`src/rtl/fetch_unit.sv`:
```
// Instruction fetch sequencer: IDLE/RUN/HALT control, program counter with branch,
// decoder mode and compare-flag registers, and a saturating RUN-cycle counter.
module fetch_unit #(
  parameter int PC_W       = 10,
  parameter int START_ADDR = 0,
  parameter int CNT_W      = 16
) (
  input  logic             Clk,
  input  logic             Reset,
  input  logic             Start,
  input  logic [1:0]       NextState,
  input  logic [8:0]       PrevInstructionIn,
  input  logic             BranchEn,
  input  logic [8:0]       BranchTarget,
  input  logic             Ack,
  input  logic             CMPLoadEn,
  input  logic [2:0]       ALUFlags,
  output logic [PC_W-1:0]  ProgCtr,
  output logic [1:0]       CurrState,
  output logic [8:0]       PrevInstruction,
  output logic [2:0]       CMPBits,
  output logic             Running,
  output logic             Done,
  output logic [CNT_W-1:0] CycleCount
);

  typedef enum logic [1:0] {
    S_IDLE = 2'b00,
    S_RUN  = 2'b01,
    S_HALT = 2'b10
  } state_t;

  localparam logic [PC_W-1:0]  START_PC = PC_W'(START_ADDR);
  localparam logic [CNT_W-1:0] CNT_MAX  = {CNT_W{1'b1}};

  state_t           r_state;
  state_t           w_state_next;
  logic [PC_W-1:0]  r_pc;
  logic [1:0]       r_curr_state;
  logic [8:0]       r_prev_instr;
  logic [2:0]       r_cmp_bits;
  logic             r_running;
  logic             r_done;
  logic [CNT_W-1:0] r_cycle_cnt;
  logic [PC_W-1:0]  w_branch_pc;
  logic [1:0]       w_mode_next;

  // The cast zero-extends or truncates the 9-bit target to the ROM address width
  assign w_branch_pc = PC_W'(BranchTarget);
  assign w_mode_next = (NextState == 2'b11) ? 2'b00 : NextState;

  always_ff @(posedge Clk or posedge Reset) begin
    if (Reset) begin
      r_state <= S_IDLE;
    end else begin
      r_state <= w_state_next;
    end
  end

  always_comb begin
    w_state_next = r_state;
    if (Start) begin
      w_state_next = S_IDLE;
    end else begin
      case (r_state)
        S_IDLE:  w_state_next = S_RUN;
        S_RUN:   w_state_next = Ack ? S_HALT : S_RUN;
        S_HALT:  w_state_next = S_HALT;
        default: w_state_next = S_IDLE;
      endcase
    end
  end

  always_ff @(posedge Clk or posedge Reset) begin
    if (Reset) begin
      r_pc         <= START_PC;
      r_curr_state <= 2'b00;
      r_prev_instr <= 9'd0;
      r_cmp_bits   <= 3'd0;
      r_running    <= 1'b0;
      r_done       <= 1'b0;
      r_cycle_cnt  <= '0;
    end else if (Start) begin
      r_pc         <= START_PC;
      r_curr_state <= 2'b00;
      r_prev_instr <= 9'd0;
      r_cmp_bits   <= 3'd0;
      r_running    <= 1'b0;
      r_done       <= 1'b0;
      r_cycle_cnt  <= '0;
    end else begin
      case (r_state)
        // Datapath already holds the idle values; only the status flag changes
        S_IDLE: begin
          r_running <= 1'b1;
          r_done    <= 1'b0;
        end
        S_RUN: begin
          if (r_cycle_cnt != CNT_MAX) begin
            r_cycle_cnt <= r_cycle_cnt + CNT_W'(1);
          end
          if (CMPLoadEn) begin
            r_cmp_bits <= ALUFlags;
          end
          if (Ack) begin
            r_running <= 1'b0;
            r_done    <= 1'b1;
          end else begin
            r_pc         <= BranchEn ? w_branch_pc : r_pc + PC_W'(1);
            r_curr_state <= w_mode_next;
            r_prev_instr <= PrevInstructionIn;
          end
        end
        default: begin
        end
      endcase
    end
  end

  assign ProgCtr         = r_pc;
  assign CurrState       = r_curr_state;
  assign PrevInstruction = r_prev_instr;
  assign CMPBits         = r_cmp_bits;
  assign Running         = r_running;
  assign Done            = r_done;
  assign CycleCount      = r_cycle_cnt;

endmodule

```
`config.mk`:
```
export PLATFORM = sky130hd
export DESIGN_NAME = fetch_unit
export DESIGN_NICKNAME = d
export VERILOG_FILES = /design/src/rtl/fetch_unit.sv
export SDC_FILE = /design/constraint.sdc
export NUM_CORES = 1
export LEC_CHECK = 0
export BUFFER_PORTS_ARGS = -buffer_cell sky130_fd_sc_hd__clkbuf_2
export CORE_AREA = 8 8 90 92
export DETAILED_ROUTE_END_ITERATION = 10
export DIE_AREA = 0 0 98 100
export PLACE_DENSITY_LB_ADDON = 0.15
export SYNTH_ARGS = -nofsm -noshare
export SYNTH_HDL_FRONTEND = slang
export SYNTH_SLANG_ARGS = --single-unit
```
`constraint.sdc`:
```
create_clock -name Clk -period 3.4 [get_ports Clk]
set_input_delay 0.51 -clock Clk [delete_from_list [all_inputs] [get_ports Clk]]
set_output_delay 0.51 -clock Clk [all_outputs]
set_load 0.02 [all_outputs]
```
==> run summary <==
clk root buf = clkbuf_8
Synth top cells by count = dfrtp_1 (44), a21oi_1 (18), nand2_1 (17)
Syn Std Cell Area = 0.002252 mm^2
Yosys top cell area share = 48.89%
Post-DP Area = 0.002661 mm^2
DIE AREA = 0.009800 mm^2
leakage = 1.283 nW
clk_lat worst skew = 300 ps
RSZ-0062 raised after global routing = no
final global-route overflow total = 0
hold buffer count at cts = 0
number of synthesized flops with an enable pin = 0
flip-flop and latch area = 0.001101 mm^2
CP startpoint kind = register
top post-synthesis cells by area = dfrtp_1 (49%), a22o_1 (4.3%), a21oi_1 (4.0%)
ys async rst share = 100.0%
via count = 1990
cts repair resizes = 0
# clock sinks = 44
Routed WL = 5957 um
share of cells above drive strength 1 = 29.59%
Slew Limit Fails = 0
TritonCTS clock tree = yes
worst vdd ir = 0.1926 mV
nets = 325
Crit path arrival time = 2130 ps
routability-driven placement congestion ratio = 0.7841
post-route ant nets = 0
max_cap viols = 0
synthesis-to-layout area growth = 21.61%
Crit. End Element = register
Initial Util = 33.90%
Critical Path End = ProgCtr[3]$_DFFE_PP0P_
Max transition margin = 45.43%
DR top layer = met4
Slew @ Worst Pin = 818.6 ps
Pre-Repair DR Iteration Count = 7
Final Hold Fails = 0
Clock transition at path regs = 80 ps
initial antenna violation count = 0
PD cells = 369.1 mW/mm^2
Die H = 100 um
Rows = 30
area leader, netlist = dfrtp_1
Mapped Cells = 226
post-DR wirelength/cell = 15.93 um
Final Cycle Share = 55.83%
Clock Path Buffers = 2
die width = 98 um
post-layout min period = 1898 ps
worst min path class = in2async
ant diodes = 0
global-route wire length before repair = 9901 um
I/O pin total = 71
Synthesized Nets = 257
clk_skew = 4.504 ps
register-to-register setup slack = 1500 ps
PortBufs = 70
Core Area = 0.006644 mm^2
area of the multi-input gates = 0.001065 mm^2
postcts setup bufs = 0
Yosys cell types = 50
vias in the first global route = 2030
Syn Area/Cell = 9.965 um^2
DR DRC count = 0
Setup crit start = r_state[1]$_DFF_PP0_
r2r startpoint = r_state[1]$_DFF_PP0_
routed wl met3 = 307 um
met2 wire length = 2627 um
post-synthesis register bit count = 44
fmax = 526.8 MHz
Syn. warnings = 0
most numerous cell in the Yosys netlist = dfrtp_1
prevailing post-synth register cell = dfrtp_1
htree depth = 2
filler instances = 676
post-DP HPWL = 4362 um
Design Area, Final = 0.002739 mm^2
sequential area share after synthesis = 48.89%
Met1 Wirelength = 2939 um
Final setup viols = 0
FF-to-FF path depth = 4
CTS Buf Count = 5
crit path max fanout = 17
gr usage total = 12.27%
critical path class = reg2reg
Vias/cell = 5.321
status = completed
DRT iter0 DRCs = 97
largest net degree at the start of global routing = 32
Sum Neg Setup Slack = 0 ps
Worst EP required = 3630 ps
capturing point of the worst reg2reg path = ProgCtr[3]$_DFFE_PP0P_
[metrics by stage]
stage                     hold slack [ps]  worst slack [ps]  power [mW]  std cells  util [%]
after floorplan                     538.0              1602      0.6561        226         -
after global placement              480.0              1237      0.7069        367     40.06
after detailed placement            470.6              1211      0.7078        367     40.06
after CTS                           216.9              1504       1.029        374     41.22
after global routing                227.1              1318       1.066        374     41.22
final                               195.7              1502       1.011        374     41.22
[per-layer routing]
layer	vias to the layer above	GRT usage, %
met4	0	4.197
met3	9	3.806
met5	-	0
met1	961	16.20
li1	971	-
met2	49	18.44
[power breakdown]
group | switching [mW] | internal (mW)
combinational | 0.0831 | 0.0499
sequential | 0.0218 | 0.540
clock | 0.176 | 0.140
total | 0.281 | 0.730
[critical path: stages (launching register included)]
cell and delay, ps:
dfrtp_1 540, and2b_1 360, a21oi_2 690, o21ai_1 150
o21ai_1 100
[sequential cells by signal, summed over array words and instances (netlist names)]
register,flops
Done,1
PrevInstruction,9
Running,1
ProgCtr,10
CycleCount,16
r_state,2
CMPBits,3
CurrState,2
[how the worst min path moves through the flow]
stage	start	to	slack, ps	depth (start not counted)
finish	Reset	CMPBits[2]$_DFFE_PP0P_	200	2
global route	Reset	CMPBits[2]$_DFFE_PP0P_	230	2
CTS	Reset	CMPBits[2]$_DFFE_PP0P_	220	2
global placement	CurrState[1]$_DFFE_PP0P_	CurrState[1]$_DFFE_PP0P_	480	2
detailed placement	CurrState[1]$_DFFE_PP0P_	CurrState[1]$_DFFE_PP0P_	470	2
floorplan	r_state[1]$_DFF_PP0_	r_state[0]$_DFF_PP0_	540	2
[final cells by class]
| class | instances | share of cell area [%] |
|---|---|---|
| clock inverters | 1 | 0.1827 |
| flip-flops and latches | 44 | 40.20 |
| inverters | 8 | 1.096 |
| multi-input cells | 163 | 38.88 |
| clock buffers | 6 | 2.650 |
| well taps | 80 | 3.655 |
| repair buffers | 72 | 13.34 |
[logic make-up after synthesis]
kind of cell             after synthesis  synth area share (%)
multiplexers                           4                 1.833
AND/OR/NAND/NOR                       83                 22.28
XOR/XNOR                               8                 3.111
buffers and inverters                 19                 3.833
flip-flops                            44                 48.89
adder cells (fa/ha/maj)                2                 1.111
AO/OA/AOI/OAI                         66                 18.94
[cell usage in the layout (no fill, tap or decap), types with 2 or more instances in the layout]
cell       instances
o21ai_1           12
nor2b_1            3
xnor2_1            7
a211oi_1           2
a311oi_1           2
dfrtp_1           44
nor3_2             3
nor3_1             4
a22o_1            11
mux2i_1            3
a22oi_1            2
buf_4              2
nand4_1            4
clkbuf_8           5
nand2_1           17
a21oi_1           18
nor4_1             7
clkbuf_2          70
o31ai_1            3
nor3b_1            2
ha_1               2
or4_1              2
o2bb2ai_1          3
inv_1              7
o21ai_0            7
a31oi_1            2
nand3_1            9
nand2b_1           5
nor2_1            13
and3_1             2
No activity file was read; power rests on OpenSTA's default activity.
